**src/rtl/seq_subtractor_64_if.sv**
```systemverilog
// Operand/result bundle for seq_subtractor_64: valid/ready request side and valid/ready result side.
// The master drives the operands and out_ready. The slave is the subtractor.
interface seq_subtractor_64_if #(
    parameter int WIDTH = 64
);
    logic             in_valid;
    logic             in_ready;
    logic [WIDTH-1:0] a;
    logic [WIDTH-1:0] b;
    logic             borrow_in;
    logic             out_valid;
    logic             out_ready;
    logic [WIDTH-1:0] diff;
    logic             borrow_out;
    logic             overflow;
    logic             zero;

    modport master (
        output in_valid, a, b, borrow_in, out_ready,
        input  in_ready, out_valid, diff, borrow_out, overflow, zero
    );

    modport slave (
        input  in_valid, a, b, borrow_in, out_ready,
        output in_ready, out_valid, diff, borrow_out, overflow, zero
    );
endinterface

```
**src/rtl/seq_subtractor_64.sv**
```systemverilog
// Multi-cycle a - b - borrow_in, one CHUNK-bit slice per clock, LSB first; SEQ_SUB_SAT_EN adds a signed clamp.
// Latency: out_valid rises WIDTH/CHUNK cycles after the accept edge.
// Backpressure: the result is held in DONE until out_ready; in_ready is high only in IDLE.
module seq_subtractor_64 #(
    parameter int WIDTH = 64,
    parameter int CHUNK = 16
) (
    input  logic              clk,
    input  logic              rst_n,
    seq_subtractor_64_if.slave bus
);
    localparam int NSL = WIDTH / CHUNK;
    localparam int CW  = (NSL > 1) ? $clog2(NSL) : 1;
    localparam logic [CW-1:0] LAST = CW'(NSL - 1);

    typedef enum logic [1:0] {IDLE, BUSY, DONE} state_t;

    state_t           r_state;
    state_t           w_state_nxt;
    logic [WIDTH-1:0] r_a;
    logic [WIDTH-1:0] r_b;
    logic [WIDTH-1:0] r_diff;
    logic             r_sa;
    logic             r_sb;
    logic             r_borrow;
    logic [CW-1:0]    r_cnt;
    logic             r_borrow_out;
    logic             r_overflow;
    logic             r_zero;

    logic [CHUNK-1:0] w_slice;
    logic             w_bo;
    logic [WIDTH-1:0] w_diff_full;
    logic [WIDTH-1:0] w_diff_final;
    logic             w_ovf;
    logic             w_in_ready;
    logic             w_out_valid;

    // Operands shift right one slice per cycle, so the active slice is always the low CHUNK bits.
    assign {w_bo, w_slice} = {1'b0, r_a[CHUNK-1:0]} - {1'b0, r_b[CHUNK-1:0]}
                           - {{CHUNK{1'b0}}, r_borrow};

    // Result slices enter at the top and walk down; after NSL slices the word is in place.
    assign w_diff_full = (r_diff >> CHUNK) | (WIDTH'(w_slice) << (WIDTH - CHUNK));
    assign w_ovf       = (r_sa != r_sb) && (w_diff_full[WIDTH-1] != r_sa);

`ifdef SEQ_SUB_SAT_EN
    assign w_diff_final = !w_ovf ? w_diff_full :
                          r_sa   ? {1'b1, {(WIDTH-1){1'b0}}} : {1'b0, {(WIDTH-1){1'b1}}};
`else
    assign w_diff_final = w_diff_full;
`endif

    always_comb begin
        w_state_nxt = r_state;
        w_in_ready  = 1'b0;
        w_out_valid = 1'b0;
        case (r_state)
            IDLE: begin
                w_in_ready = 1'b1;
                if (bus.in_valid) w_state_nxt = BUSY;
            end
            BUSY: begin
                if (r_cnt == LAST) w_state_nxt = DONE;
            end
            DONE: begin
                w_out_valid = 1'b1;
                if (bus.out_ready) w_state_nxt = IDLE;
            end
            default: w_state_nxt = IDLE;
        endcase
    end

    always_ff @(posedge clk or negedge rst_n) begin
        if (!rst_n) begin
            r_state <= IDLE;
        end else begin
            r_state <= w_state_nxt;
        end
    end

    always_ff @(posedge clk or negedge rst_n) begin
        if (!rst_n) begin
            r_a          <= '0;
            r_b          <= '0;
            r_diff       <= '0;
            r_sa         <= 1'b0;
            r_sb         <= 1'b0;
            r_borrow     <= 1'b0;
            r_cnt        <= '0;
            r_borrow_out <= 1'b0;
            r_overflow   <= 1'b0;
            r_zero       <= 1'b0;
        end else begin
            if (r_state == IDLE && bus.in_valid) begin
                r_a      <= bus.a;
                r_b      <= bus.b;
                r_sa     <= bus.a[WIDTH-1];
                r_sb     <= bus.b[WIDTH-1];
                r_borrow <= bus.borrow_in;
                r_cnt    <= '0;
            end else if (r_state == BUSY) begin
                r_a      <= r_a >> CHUNK;
                r_b      <= r_b >> CHUNK;
                r_borrow <= w_bo;
                r_cnt    <= r_cnt + CW'(1);
                if (r_cnt == LAST) begin
                    r_diff       <= w_diff_final;
                    r_borrow_out <= w_bo;
                    r_overflow   <= w_ovf;
                    r_zero       <= (w_diff_final == '0);
                end else begin
                    r_diff <= w_diff_full;
                end
            end
        end
    end

    assign bus.in_ready   = w_in_ready;
    assign bus.out_valid  = w_out_valid;
    assign bus.diff       = r_diff;
    assign bus.borrow_out = r_borrow_out;
    assign bus.overflow   = r_overflow;
    assign bus.zero       = r_zero;
endmodule
```
**src/flat_wrapper.sv**
```systemverilog
// flat-port wrapper written by rule: the top's interface ports become plain ports
module seq_subtractor_64_flat 
#(
    parameter int WIDTH = 64,
    parameter int CHUNK = 16
)
  (clk, rst_n, bus_in_valid, bus_a, bus_b, bus_borrow_in, bus_out_ready, bus_in_ready, bus_out_valid, bus_diff, bus_borrow_out, bus_overflow, bus_zero);
  seq_subtractor_64_if #(.WIDTH(WIDTH)) bus_i ();
  input  logic clk;
  input  logic rst_n;
  input wire logic [$bits(bus_i.in_valid)-1:0] bus_in_valid;
  input wire logic [$bits(bus_i.a)-1:0] bus_a;
  input wire logic [$bits(bus_i.b)-1:0] bus_b;
  input wire logic [$bits(bus_i.borrow_in)-1:0] bus_borrow_in;
  input wire logic [$bits(bus_i.out_ready)-1:0] bus_out_ready;
  output wire logic [$bits(bus_i.in_ready)-1:0] bus_in_ready;
  output wire logic [$bits(bus_i.out_valid)-1:0] bus_out_valid;
  output wire logic [$bits(bus_i.diff)-1:0] bus_diff;
  output wire logic [$bits(bus_i.borrow_out)-1:0] bus_borrow_out;
  output wire logic [$bits(bus_i.overflow)-1:0] bus_overflow;
  output wire logic [$bits(bus_i.zero)-1:0] bus_zero;
  assign bus_i.in_valid = bus_in_valid;
  assign bus_i.a = bus_a;
  assign bus_i.b = bus_b;
  assign bus_i.borrow_in = bus_borrow_in;
  assign bus_i.out_ready = bus_out_ready;
  assign bus_in_ready = bus_i.in_ready;
  assign bus_out_valid = bus_i.out_valid;
  assign bus_diff = bus_i.diff;
  assign bus_borrow_out = bus_i.borrow_out;
  assign bus_overflow = bus_i.overflow;
  assign bus_zero = bus_i.zero;
  seq_subtractor_64 #(.WIDTH(WIDTH), .CHUNK(CHUNK)) u_core (.clk(clk), .rst_n(rst_n), .bus(bus_i));
endmodule
```
**config.mk**
```make
export PLATFORM = sky130hd
export DESIGN_NAME = seq_subtractor_64_flat
export DESIGN_NICKNAME = d
export VERILOG_FILES = /design/src/rtl/seq_subtractor_64_if.sv /design/src/rtl/seq_subtractor_64.sv /design/src/flat_wrapper.sv
export SDC_FILE = /design/constraint.sdc
export NUM_CORES = 1
export LEC_CHECK = 0
export BUFFER_PORTS_ARGS = -buffer_cell sky130_fd_sc_hd__buf_2
export CAP_MARGIN = 20
export CORE_ASPECT_RATIO = 1.4
export CORE_MARGIN = 2
export CORE_UTILIZATION = 50
export CTS_BUF_LIST = sky130_fd_sc_hd__clkbuf_4
export DETAILED_ROUTE_END_ITERATION = 8
export PLACE_DENSITY = 0.71
export SYNTH_ARGS = -nofsm -noshare
export SYNTH_HDL_FRONTEND = slang
export SYNTH_SLANG_ARGS = --single-unit
export TNS_END_PERCENT = 20
```
**constraint.sdc**
```tcl
create_clock -name clk -period 3.4 [get_ports clk]
set_input_delay 0.68 -clock clk [delete_from_list [all_inputs] [get_ports clk]]
set_output_delay 0.68 -clock clk [all_outputs]
set_load 0.02 [all_outputs]
```
=== Word level (Yosys, flattened, before mapping) ===
Index checks and enable logic that the tools add are counted.
Widths: inputs -> output; s select.

* Register bits: 202
* Output and inout bits: 69
* Logic and storage cells: 46
* Input bits: 133

* Add/subtract/negate cells: 3
* Muxes and demuxes: 14
* Reduce and logical (&&, ||, !) cells: 8
* Bitwise operators: 2
* Eq/ne operators: 8

{| class="wikitable"
|+ Operators by type and width
! operator !! count
|-
| $mux 64 || 4
|-
| $logic_not 64->1 || 1
|-
| $or 48x64->64 || 1
|-
| $sub 16x16->17 || 1
|-
| $sub 17x1->17 || 1
|-
| $mux 2 || 5
|-
| $pmux 2 s3 || 1
|-
| $reduce_and 3->1 || 2
|-
| $eq 2x2->1 const B || 2
|-
| $mux 1 || 4
|-
| $ne 2x2->1 const B || 2
|-
| $add 2x1->2 const B || 1
|-
| $eq 2x1->1 const B || 1
|-
| $logic_and 1x1->1 || 2
|-
| $logic_not 2->1 || 1
|-
| $ne 1x1->1 || 2
|-
| $ne 2x1->1 const B || 1
|-
| $reduce_and 2->1 || 1
|-
| $reduce_bool 2->1 || 1
|-
| $not 1->1 || 1
|}

=== Depth between registers and ports, before layout ===
* Depth in word-level cells: 5
* Depth in mapped cells: 12
* Gate-level depth less buffers: 11

=== Least setup slack after synthesis ===
Ideal clock, no wire load.

* Kind: register to register
* Start: reg u_core.r_borrow
* End: reg u_core.r_overflow, in the netlist u_core.bus.overflow
* Slack: 844 ps
* Arrival time: 2,473 ps
* Data required time: 3,316 ps
* Path buffers: 0
* Library setup time: 84 ps
* Clock period less this slack: 2,556 ps
* Stages on the path, launching flop included: 12
* Cell sequence: dfrtp_1 inv_1 fa_1 inv_1 ha_1 o21ai_2 a211oi_4 a41o_1 nor2_2 o211ai_2 or3b_1 a41oi_2

* Longest elaborated chain between the ends: 4

{| class="wikitable"
|+ Ends and longest elaborated chain
! item !! RTL line !! RTL
|-
| start: declaration || seq_subtractor_64.sv:25 || <nowiki>logic r_borrow;</nowiki>
|-
| start signal: assignment || seq_subtractor_64.sv:100 || <nowiki>r_borrow <= bus.borrow_in;</nowiki>
|-
| start signal: assignment || seq_subtractor_64.sv:105 || <nowiki>r_borrow <= w_bo;</nowiki>
|-
| $sub 17x1->17 || seq_subtractor_64.sv:41 || <nowiki>- {{CHUNK{1'b0}}, r_borrow};</nowiki>
|-
| $or 48x64->64 || seq_subtractor_64.sv:44 || <nowiki>assign w_diff_full = (r_diff >> CHUNK) | (WIDTH'(w_slice) << (WIDTH - CHUNK));</nowiki>
|-
| $ne 1x1->1 || seq_subtractor_64.sv:45 || <nowiki>assign w_ovf = (r_sa != r_sb) && (w_diff_full[WIDTH-1] != r_sa);</nowiki>
|-
| $logic_and 1x1->1 || seq_subtractor_64.sv:45 ||
|-
| end signal: assignment || seq_subtractor_64.sv:110 || <nowiki>r_overflow <= w_ovf;</nowiki>
|-
| end: declaration || seq_subtractor_64.sv:28 || <nowiki>logic r_overflow;</nowiki>
|}

No other way between the ends.
A chain may end at the register's enable or synchronous reset.

=== Final worst setup path ===
* Start: reg u_core.r_b[12]
* End: reg u_core.r_overflow, in the netlist u_core.bus.overflow

* Longest elaborated chain between the ends: 5

{| class="wikitable"
|+ Ends and longest elaborated chain
! item !! RTL line !! RTL
|-
| start: declaration || seq_subtractor_64.sv:21 || <nowiki>logic [WIDTH-1:0] r_b;</nowiki>
|-
| start signal: assignment || seq_subtractor_64.sv:97 || <nowiki>r_b <= bus.b;</nowiki>
|-
| start signal: assignment || seq_subtractor_64.sv:104 || <nowiki>r_b <= r_b >> CHUNK;</nowiki>
|-
| $sub 16x16->17 || seq_subtractor_64.sv:40 || <nowiki>assign {w_bo, w_slice} = {1'b0, r_a[CHUNK-1:0]} - {1'b0, r_b[CHUNK-1:0]}</nowiki>
|-
| $sub 17x1->17 || seq_subtractor_64.sv:41 ||
|-
| $or 48x64->64 || seq_subtractor_64.sv:44 ||
|-
| $ne 1x1->1 || seq_subtractor_64.sv:45 ||
|-
| $logic_and 1x1->1 || seq_subtractor_64.sv:45 ||
|}

No other way between the ends.

==> run metrics <==
status=complete, no violations; relative slew slack=45.8%; worst setup path endpoint=u_core.bus.overflow; Sink Count=202; Setup Total Neg Slack=0 ps; startpoint types=flop; Int Pwr=7.22 mW; sequential power share=a little under a third; post-CTS sizing=0; Final Cycle Share=82.5%; synth warn=0; DR iter-0 viols=480; endpoints failing hold=0; setup bufs post-CTS=0; power per cell area=1200 mW/mm^2; Final HPWL DP=16900 um; top post-synthesis cells by area=dfrtp_1, nand2_1, a22oi_1; fillers=1797; Post-Syn Area=just under 0.01 mm^2; Die W=122 um; # rows=60; CTS clk-pin slew, worst paths=70 ps; Post-Route WL=24100 um; GRT overflow=0; Sw Share=a little under half; first-pass GRT wire length=39000 um; Slew Limit Fails=0; Least-Margin Pin Slew=813 ps; number of cells on the worst reg-to-reg path=10; CP max stage delay=390 ps; cell count after synthesis=1080; die area=0.0206 mm^2; f_max=357 MHz; Avg Cell Area, Syn=about 9 um^2; gr usage total=23.9%; number of port buffers=201; Synth area leader=dfrtp_1; layout cells sized above 1=23.8%; htree depth=2; clk buf depth=3; cts hold-fix bufs=0; Synth async-reset ratio=between 90% and 100%; hold crit path type=in2async; post-layout min period=2800 ps; WL per Instance=between 15 and 20 um; Worst Skew=36.2 ps; logic gate share of total power=a little over half; WP data arrival=3350 ps; Clock Tree Root=clkbuf_4; launching element of the worst setup path=u_core.r_b[12]; Core Region=roughly 0.019 mm^2; Clock Latency Late Sink=660 ps; minimum hold slack=69.1 ps; NumNets Final=between 1000 and 1500; DRT Pass-1 Iters=5; Critical Path RT=3950 ps; endpoint type of the worst setup path=flop; max_cap viols=0; number of setup violations in the final report=0; maximum vdd ir drop=0.000678 V; Reg area=0.00505 mm^2; IO Pins=202; initial antenna violation count=3; r2r endpoint=u_core.bus.overflow; gpl congestion=0.833; CTS tree=yes; number of global-route vias before repair=slightly below 8000; Clock Power Share=13.9%; Post-synth EDFFs=0; crit path cell chain=ha_1, inv_1, ha_1, a21oi_1, o21bai_1, a21oi_1, mux2i_1, o211ai_2, or3b_1, a41oi_2; Max Fanout on Critical Path=5; total number of vias=around 8000; Seq cells post-synth=202; Seq/Total Area, Yosys=between 50% and 60%; slowest CP cell=dfrtp_1; syn_nets=1246; area delta synth->final=15.2%; Final ANT Viol Nets=0; Multi-input gate area=0.00392 mm^2; ys flop type=dfrtp_1; Switching Power=6.27 mW; DR vias/cell=between 5 and 6; Crit Path Category=reg2reg; die height=169 um; total clock buffers created by CTS=50; share of the synthesized area in the top cell type=51.9%; Reg2Reg Setup Slack=600 ps; reg2reg start=u_core.r_b[12]; effective utilization at floorplan=50.9%; Leak Pwr=5.91 nW; RSZ-0062 raised after global routing=no; DRC=0; largest net degree at the start of global routing=168; Yosys cell types=59
[how the worst min path moves through the flow]
stage                                       end  slack [ps]
after global routing             u_core.r_b[28]         100
after detailed placement     u_core.bus.diff[3]         460
final                            u_core.r_b[47]          70
after global placement      u_core.bus.diff[10]         450
after floorplan           u_core.bus.borrow_out         380
after CTS                        u_core.r_b[47]          60
[through the flow]
step	worst slack, ps	cells	instance area (um^2)	utilization (%)	power (mW)
6_report	596	1512	11200	58.6	13.5
5_1_grt	372	1511	11200	58.6	14.8
4_1_cts	579	1510	11200	58.6	13.6
3_5_place_dp	604	1433	10600	55.6	11.7
3_3_place_gp	669	1433	10600	55.6	11.5
2_1_floorplan	844	1080	9740	-	10.0
[cell families (layout without fill, tap and decap cells)]
group | Yosys count | in the layout | share of synthesized area [%]
other cells | 0 | 2 | 0
flops | 202 | 202 | 51.9
fa+ha+maj | 33 | 33 | 4.39
buf+inv | 161 | 343 | 8.07
compound gates | 195 | 195 | 14.3
simple gates | 476 | 476 | 20.1
mux | 4 | 4 | 0.450
xor+xnor | 9 | 9 | 0.809
[cell usage after synthesis (7+ instances only)]
library cell,count
ha_1,31
o21ai_0,50
clkbuf_1,55
a21oi_1,14
a22oi_1,81
nor2_1,10
dfrtp_1,202
nand3_1,7
nor3_1,25
a221o_1,17
nand2_1,396
nor4_1,14
buf_4,48
inv_1,52
[power by group through the flow]
stage / combinational (mW) / sequential (mW) / clock [mW]
2_1_floorplan: 5.83 / 4.18 / 0
3_3_place_gp: 7.23 / 4.30 / 0
3_5_place_dp: 7.37 / 4.34 / 0
4_1_cts: 7.40 / 4.30 / 1.94
5_1_grt: 8.31 / 4.43 / 2.07
6_report: 7.33 / 4.29 / 1.87
[metal layers]
| metal | wire length, um | GRT usage (%) | share of wire (%) | vias to the layer above |
|---|---|---|---|---|
| li1 | - | - | - | 3924 |
| met1 | 9450 | 28.6 | 39 | 3692 |
| met2 | 12300 | 40.9 | 51 | 240 |
| met3 | 1600 | 6.44 | 6.6 | 44 |
| met4 | 731 | 9.30 | 3.0 | 2 |
| met5 | 13 | 0 | 0.054 | - |
[cell type report]
cell class | instances | area share, %
sequential | 202 | 45.1
multi-input combinational | 717 | 35.0
tap | 248 | 2.77
clock inverter | 12 | 0.681
clock buffer | 65 | 4.35
antenna | 2 | 0.0446
timing repair buffer | 214 | 10.4
inverter | 52 | 1.74
[layout by cell type, fill, tap and decap left out, types with 2 or more instances in the layout]
master / n
fa_1: 2
a22oi_1: 81
nand2b_1: 2
o211ai_1: 2
buf_4: 9
nand4_1: 3
xnor2_1: 4
o21ai_1: 3
mux2_2: 3
a21o_1: 4
o21bai_1: 2
ha_1: 31
a21oi_1: 14
nand4b_1: 3
xor2_1: 5
nor2b_1: 2
nor4_1: 14
nand3_1: 7
inv_1: 52
nand2_1: 396
nand3b_1: 2
nor2_1: 9
clkbuf_4: 65
a221o_1: 17
diode_2: 2
clkinv_1: 9
a31oi_1: 2
o21ai_0: 50
dfrtp_1: 202
a22o_1: 2
buf_12: 4
nor3_1: 25
buf_2: 200
[critical path: cells and delay by family, from the launching register on]
kind | cells | cell delay, ps
flops | 1 | 390
buf+inv | 1 | 40
simple gates | 1 | 390
mux | 1 | 270
fa+ha+maj | 2 | 640
compound gates | 5 | 980
[state kept, by name, indices dropped and copies added, names as in the netlist, 2 cells and up]
register	flops
u_core.r_cnt	2
u_core.r_a	64
u_core.bus.diff	64
u_core.r_b	64
u_core.r_state	2
No activity file was read; power rests on OpenSTA's default activity.
